[config.mk]
export PLATFORM = sky130hd
export DESIGN_NAME = ws_systolic_array
export DESIGN_NICKNAME = d
export VERILOG_FILES = /design/src/rtl/ws_systolic_array.sv
export SDC_FILE = /design/constraint.sdc
export NUM_CORES = 2
export LEC_CHECK = 0
export CAP_MARGIN = 30
export CORE_AREA = 2 2 448 450
export CTS_BUF_LIST = sky130_fd_sc_hd__clkbuf_4
export CTS_CLUSTER_DIAMETER = 40
export DETAILED_ROUTE_END_ITERATION = 8
export DIE_AREA = 0 0 450 452
export PLACE_DENSITY = 0.6
export SLEW_MARGIN = 30
export SYNTH_ARGS = -nofsm -noshare
export SYNTH_HDL_FRONTEND = slang
export SYNTH_SLANG_ARGS = --single-unit
[constraint.sdc]
create_clock -name clk -period 14.15 [get_ports clk]
set_clock_uncertainty 0.05 [all_clocks]
set_input_delay 2.1225 -clock clk [delete_from_list [all_inputs] [get_ports clk]]
set_output_delay 2.1225 -clock clk [all_outputs]
set_load 0.005 [all_outputs]
[src/rtl/ws_systolic_array.sv]
// Weight-stationary systolic array computing Y = X*W.
// W (ROWS x COLS) is loaded row by row and held in the PEs. One ROWS-wide
// activation vector is accepted per beat and one COLS-wide result vector
// leaves L = ROWS+COLS-1 cycles later. Input skew and output deskew are
// internal, so callers see aligned vectors on both sides.
module ws_systolic_array #(
  parameter int ROWS   = 4,
  parameter int COLS   = 4,
  parameter int DATA_W = 8,
  parameter int ACC_W  = 2*DATA_W + $clog2(ROWS)
) (
  input  logic                    clk,
  input  logic                    rst_n,
  input  logic                    start,
  input  logic                    reuse_w,
  input  logic                    wgt_valid,
  output logic                    wgt_ready,
  input  logic [COLS*DATA_W-1:0]  wgt_in,
  input  logic                    act_valid,
  input  logic                    act_last,
  output logic                    act_ready,
  input  logic [ROWS*DATA_W-1:0]  act_in,
  output logic                    out_valid,
  output logic [COLS*ACC_W-1:0]   out_data,
  output logic                    busy,
  output logic                    done
);

  localparam int L  = ROWS + COLS - 1;
  localparam int RW = (ROWS > 1) ? $clog2(ROWS) : 1;
  localparam int CW = (L > 1) ? $clog2(L) : 1;

  typedef enum logic [1:0] {IDLE, LOAD_W, STREAM, DRAIN} state_t;

  state_t          state_q, state_d;
  logic [RW-1:0]   rcnt_q, rcnt_d;
  logic [CW-1:0]   dcnt_q, dcnt_d;
  logic [L-1:0]    vld_q;
  logic            act_fire;

  logic signed [DATA_W-1:0] w_q      [ROWS][COLS];
  logic signed [DATA_W-1:0] a_q      [ROWS][COLS];
  logic signed [ACC_W-1:0]  p_q      [ROWS][COLS];
  logic signed [DATA_W-1:0] pe_act   [ROWS][COLS];
  logic signed [ACC_W-1:0]  pe_psum  [ROWS][COLS];
  logic signed [DATA_W-1:0] act_gated[ROWS];
  logic signed [DATA_W-1:0] skew_act [ROWS];

  // Full-precision multiply-accumulate; ACC_W is sized so this never wraps.
  function automatic logic signed [ACC_W-1:0] mac(
    input logic signed [ACC_W-1:0]  psum,
    input logic signed [DATA_W-1:0] a,
    input logic signed [DATA_W-1:0] w
  );
    logic signed [ACC_W-1:0] ax;
    logic signed [ACC_W-1:0] wx;
    ax = ACC_W'(a);
    wx = ACC_W'(w);
    return psum + ax * wx;
  endfunction

  assign wgt_ready = (state_q == LOAD_W);
  assign act_ready = (state_q == STREAM);
  assign busy      = (state_q != IDLE);
  assign act_fire  = act_valid && act_ready;
  assign out_valid = vld_q[L-1];
  // The last vector's result lands exactly when the drain counter expires.
  assign done      = (state_q == DRAIN) && (dcnt_q == CW'(L-1));

  // Control state, weight-row counter and drain counter.
  always_ff @(posedge clk) begin
    if (!rst_n) begin
      state_q <= IDLE;
      rcnt_q  <= '0;
      dcnt_q  <= '0;
    end else begin
      state_q <= state_d;
      rcnt_q  <= rcnt_d;
      dcnt_q  <= dcnt_d;
    end
  end

  // Next-state logic for the job sequencer.
  always_comb begin
    state_d = state_q;
    rcnt_d  = rcnt_q;
    dcnt_d  = dcnt_q;
    case (state_q)
      IDLE: begin
        if (start) begin
          rcnt_d  = '0;
          state_d = reuse_w ? STREAM : LOAD_W;
        end
      end
      LOAD_W: begin
        if (wgt_valid) begin
          if (rcnt_q == RW'(ROWS-1)) begin
            rcnt_d  = '0;
            state_d = STREAM;
          end else begin
            rcnt_d = rcnt_q + RW'(1);
          end
        end
      end
      STREAM: begin
        if (act_valid && act_last) begin
          dcnt_d  = '0;
          state_d = DRAIN;
        end
      end
      DRAIN: begin
        if (dcnt_q == CW'(L-1)) state_d = IDLE;
        else                    dcnt_d  = dcnt_q + CW'(1);
      end
      default: state_d = IDLE;
    endcase
  end

  // Stationary weights: one row per accepted weight beat, kept across jobs.
  always_ff @(posedge clk) begin
    if (!rst_n) begin
      for (int i = 0; i < ROWS; i++)
        for (int j = 0; j < COLS; j++)
          w_q[i][j] <= '0;
    end else if (wgt_ready && wgt_valid) begin
      for (int j = 0; j < COLS; j++)
        w_q[rcnt_q][j] <= wgt_in[j*DATA_W +: DATA_W];
    end
  end

  // Bubbles and non-accepted cycles feed zeros so stale data never mixes in.
  always_comb begin
    for (int i = 0; i < ROWS; i++)
      act_gated[i] = act_fire ? act_in[i*DATA_W +: DATA_W] : '0;
  end

  // Input skew: row i sees its element i cycles late to meet the psum wave.
  for (genvar i = 0; i < ROWS; i++) begin : g_skew
    if (i == 0) begin : g_direct
      assign skew_act[i] = act_gated[i];
    end else begin : g_chain
      logic signed [DATA_W-1:0] chain_q [i];
      // Delay line of depth i for activation element i.
      always_ff @(posedge clk) begin
        if (!rst_n) begin
          for (int k = 0; k < i; k++) chain_q[k] <= '0;
        end else begin
          chain_q[0] <= act_gated[i];
          for (int k = 1; k < i; k++) chain_q[k] <= chain_q[k-1];
        end
      end
      assign skew_act[i] = chain_q[i-1];
    end
  end

  // PE inputs: activations flow right, partial sums flow down, row 0 starts at zero.
  always_comb begin
    for (int i = 0; i < ROWS; i++) begin
      pe_act[i][0] = skew_act[i];
      for (int j = 1; j < COLS; j++) pe_act[i][j] = a_q[i][j-1];
    end
    for (int j = 0; j < COLS; j++) begin
      pe_psum[0][j] = '0;
      for (int i = 1; i < ROWS; i++) pe_psum[i][j] = p_q[i-1][j];
    end
  end

  // PE grid: pass activation right and accumulate the weighted product.
  always_ff @(posedge clk) begin
    if (!rst_n) begin
      for (int i = 0; i < ROWS; i++)
        for (int j = 0; j < COLS; j++) begin
          a_q[i][j] <= '0;
          p_q[i][j] <= '0;
        end
    end else begin
      for (int i = 0; i < ROWS; i++)
        for (int j = 0; j < COLS; j++) begin
          a_q[i][j] <= pe_act[i][j];
          p_q[i][j] <= mac(pe_psum[i][j], pe_act[i][j], w_q[i][j]);
        end
    end
  end

  // Output deskew: column j finishes COLS-1-j cycles before the last column.
  for (genvar j = 0; j < COLS; j++) begin : g_deskew
    localparam int D = COLS - 1 - j;
    if (D == 0) begin : g_direct
      assign out_data[j*ACC_W +: ACC_W] = p_q[ROWS-1][j];
    end else begin : g_chain
      logic signed [ACC_W-1:0] dly_q [D];
      // Delay line aligning column j with the last column.
      always_ff @(posedge clk) begin
        if (!rst_n) begin
          for (int k = 0; k < D; k++) dly_q[k] <= '0;
        end else begin
          dly_q[0] <= p_q[ROWS-1][j];
          for (int k = 1; k < D; k++) dly_q[k] <= dly_q[k-1];
        end
      end
      assign out_data[j*ACC_W +: ACC_W] = dly_q[D-1];
    end
  end

  // Valid bit travels the same L stages as the data it qualifies.
  always_ff @(posedge clk) begin
    if (!rst_n) vld_q <= '0;
    else        vld_q <= (vld_q << 1) | L'(act_fire);
  end

endmodule

# Word level (Yosys, flattened, before mapping)
# Memories as Yosys holds them, arrays and structs flattened.
# Index checks and enable logic that the tools add are counted.
# word_totals
reg_bits,14
mem_bits_rw,700
in_bits,71
output_inout_bits,77
word_cells,183
memories,9
# mem_list
name,words,width,read_ports,rd_ports_with_merged_regs,wr,line,text
p_q,4,72,4,0,4,43,logic signed [ACC_W-1:0] p_q [ROWS][COLS];
a_q,4,32,4,0,4,42,logic signed [DATA_W-1:0] a_q [ROWS][COLS];
w_q,4,32,4,0,4,41,logic signed [DATA_W-1:0] w_q [ROWS][COLS];
g_deskew[0].g_chain.dly_q,3,18,3,0,3,191,logic signed [ACC_W-1:0] dly_q [D];
g_deskew[1].g_chain.dly_q,2,18,2,0,2,191,
g_skew[3].g_chain.chain_q,3,8,3,0,3,142,logic signed [DATA_W-1:0] chain_q [i];
3 more memories,n/a,n/a,n/a,n/a,n/a,n/a,
# classes
addsub,14
mul,16
n_eq_ne,11
muxes,72
n_bitwise,43
reduce_logical,14
# op_table
cell,n
18-bit two-way mux,22
8-bit by 8-bit multiplier with 16-bit output,16
18-bit by 16-bit adder with 18-bit output,12
8-bit two-way mux,26
1-bit bitwise OR,42
32-bit two-way mux,1
32-bit OR reduction,1
2-bit two-way mux,10
18-bit OR reduction,1
1-bit two-way mux,8
2-bit one-hot mux with 4 select lines,1
8-bit OR reduction,1
7-bit by 1-bit bitwise OR with 7-bit output,1
"2-bit equality test, second input constant",3
3-bit two-way mux,2
"2-bit by 1-bit inequality test with 1-bit output, second input constant",3
"2-bit inequality test, second input constant",3
3-bit one-hot mux with 2 select lines,1
3-bit AND reduction,2
2-bit nonzero test,3
5-bit AND reduction,1
1-bit logical AND,4
2-bit one-hot mux with 2 select lines,1
"3-bit by 1-bit adder with 3-bit output, second input constant",1
other kinds (4),4

# Longest topological paths before layout
# logic_depth
word_depth,7
mapped_depth,21
ltp_nobuf,19

# Worst setup path after synthesis
# Ideal clock, no wire load.
# synth_path
path_type,input -> register
from,input port act_valid
to,memory p_q[0][68] (netlist name)
setup_ns,0.132
arrival_time_ns,6.278
required_ns,13.968
slack_ns,7.690
stages,17
n_path_buf,2
cell_sequence,and2_1 clkbuf_1 clkbuf_1 nand3_1 fa_1 fa_1 inv_1 fa_1 inv_1 fa_1 inv_1 ha_1 or3_1 o21bai_1 a2111oi_2 or3_1 a21oi_1
# synth_rtl
element,line,text
start: declaration,19,"input logic act_valid,"
end: declaration,43,

==> results.json <==
{
  "initial_core_util_pct": 34.8,
  "clkTransAtPathRegs_ns": 0.06,
  "hold_path.class": "reg -> reg",
  "first_iter_violations": 1784,
  "cts_tree": "yes",
  "cts_buffer_depth": 3,
  "grt_pass1_vias": 49200,
  "grt_use_total_pct": 15.0,
  "synth.distinct_cells": 58,
  "grt_start_max_net_pins": 99,
  "die_width_um": 450,
  "finalCritPeriodShare_pct": 44.6,
  "status": "complete, no violations",
  "fin_crit_ns": 6.31,
  "cts_sinks": 674,
  "die-height_um": 452,
  "fin_ws_ns": 7.84,
  "ys_seq_area_share_pct": 21.4,
  "finalSetupViolations": 0,
  "async_reset_ff_share_pct": 0,
  "worst_pin_slew_ns": 0.908,
  "insertion_delay_ns": 1.24,
  "dpl.hpwl_mm": 121,
  "multi_input_area_um2": 47100,
  "ctsResizeCount": 0,
  "max_slew_margin_pct": 39.5,
  "grt_pass1_wl_mm": 249,
  "antenna_found_initial": 29,
  "post-place-ws_ns": 6.64,
  "hold_ws_ns": 0.332,
  "netlist.area_leader.share_pct": 34.1,
  "hold_viol_final": 0,
  "cts_setup_buffers": 0,
  "power_density_nw_per_um2": 85.1,
  "synth-edff-count": 128,
  "maxCapViolations": 0,
  "wl_per_cell_um": 14.6,
  "cts_hold_buf": 0,
  "die_area_um2": 203000,
  "firstDrtPassIters": 5,
  "cts-root-buf": "clkbuf_4",
  "instances_no_fill": 10000,
  "cts_made_buffers": 191,
  "final_common_cell": "inv_1",
  "drive_gt1_share_pct": 4.66,
  "rows": 164,
  "post-route-util_pct": 38.2,
  "n_fill_cell": 20000,
  "p_leak_nw": 37.7,
  "synth_area_leaders": "fa_1 (34%), dfxtp_1 (16%), ha_1 (11%)",
  "crit_path_end_kind": "flip-flop",
  "syn_avg_cell_area_um2": 9.81,
  "vias": 44700,
  "core_area_um2": 199000,
  "ys_ff_latch": 674,
  "cp_max_fo": 64,
  "htreeDepth": 4,
  "ff_latch_area_um2": 14800,
  "routed_wl_mm": 146,
  "finalMaxSlewViolations": 0,
  "synth_top_area_cell": "fa_1",
  "fmax_mhz": 158,
  "crit_required_ns": 15.10,
  "fin_setup_tns_ns": 0,
  "io_buffers": 147,
  "ys.flop_type": "dfxtp_1",
  "layout_common_cells": "inv_1 (1688), fa_1 (1176), and2_1 (882)",
  "syn-num-nets": 8917,
  "final_nets": 9073,
  "overflow": 0,
  "synthCells": 7047,
  "crit_arrival_ns": 7.26,
  "synthesis.area_um2": 69100,
  "rsz0062_at_grt": "false",
  "gp_congestion": 0.840,
  "cp-start-kind": "primary input",
  "post-route-drc-count": 0,
  "ys.warnings.count": 0,
  "ioPinCount": 148,
  "drtAntennaViolNets": 0,
  "viasPerCell": 4.45,
  "area_growth_pct": 9.65,
  "peakVddDrop_mv": 0.0649,
  "place_inst": 9666,
  "criticalPathCategory": "in -> reg"
}
==> power by group <==
group,total [mW],leakage [nW],internal (mW),switching [mW]
Sequential,2.30,5.77,2.17,0.134
Clock,1.93,1.55,1.03,0.903
Combinational,2.22,30.4,0.941,1.27
Total,6.45,37.7,4.14,2.31
==> layer usage <==
layer  share of wire, %  GRT usage [%]
met2                 47           25.4
met4                2.5           4.55
met3                3.6           2.46
met5              0.040              0
met1                 46           19.5
==> synth_stat cells (125+ instances only) <==
| cell | n |
|---|---|
| clkbuf_1 | 144 |
| and2_1 | 883 |
| nor2_1 | 285 |
| ha_1 | 623 |
| and3_1 | 187 |
| o21ai_0 | 125 |
| dfxtp_1 | 546 |
| inv_1 | 1688 |
| fa_1 | 1176 |
| xnor2_1 | 159 |
| edfxtp_1 | 128 |
| nand2_1 | 388 |
| a21oi_1 | 140 |
==> stage by stage <==
| step | cell area (um^2) | total power [mW] |
|---|---|---|
| after detailed placement | 73100 | 4.58 |
| final | 75800 | 6.45 |
| after global routing | 75800 | 7.05 |
| after CTS | 75700 | 6.58 |
| after floorplan | 69100 | 3.99 |
| after global placement | 73100 | 4.54 |
==> path summary, 6_finish.rpt <==
check / end / cells after the start / slack [ns] / start
max: p_q[0][68]$_DFF_P_ / 17 / 7.84 / act_valid
min: g_deskew[1].g_chain.dly_q[0][9]$_SDFF_PN0_ / 1 / 0.33 / p_q[1][117]$_SDFF_PN0_
max reg2reg: p_q[0][68]$_DFF_P_ / 18 / 8.55 / state_q[0]$_SDFFE_PN0P_
min reg2reg: g_deskew[1].g_chain.dly_q[0][9]$_SDFF_PN0_ / 1 / 0.33 / p_q[1][117]$_SDFF_PN0_
==> registers in the layout, summed over array words and instances (netlist names) <==
name and cells:
rcnt_q 2, g_skew.g_chain.chain_q 48, state_q 2, g_deskew.g_chain.dly_q 108, p_q 280, w_q 128
dcnt_q 3, vld_q 7, a_q 96
==> layout make-up <==
type / instances / share of cell area, %
Antenna cell: 22 / 0.0726
Inverter: 1689 / 8.37
Multi-Input combinational cell: 4485 / 62.1
Sequential cell: 674 / 19.5
Clock inverter: 77 / 0.816
Tap cell: 2656 / 4.39
Timing Repair Buffer: 162 / 2.10
Clock buffer: 269 / 2.66
==> critical path: stages <==
cell,delay (ns)
clkdlybuf4s50_1,0.51
and2_2,0.15
buf_4,0.43
nand3_1,0.30
fa_1,0.48
fa_1,0.55
inv_1,0.06
fa_1,0.53
inv_1,0.05
fa_1,0.49
inv_1,0.05
ha_1,0.20
or3_1,0.42
o21bai_1,0.23
a2111oi_2,0.37
or3_1,0.17
a21oi_1,0.05
==> cell families after synthesis <==
group           share of synthesized area, %
flops                                   21.4
compound gates                          4.40
simple gates                            15.2
mux                                   0.0724
fa+ha+maj                               45.3
buf+inv                                 10.5
xor+xnor                                3.08
Power figures use the tool's default switching activity.
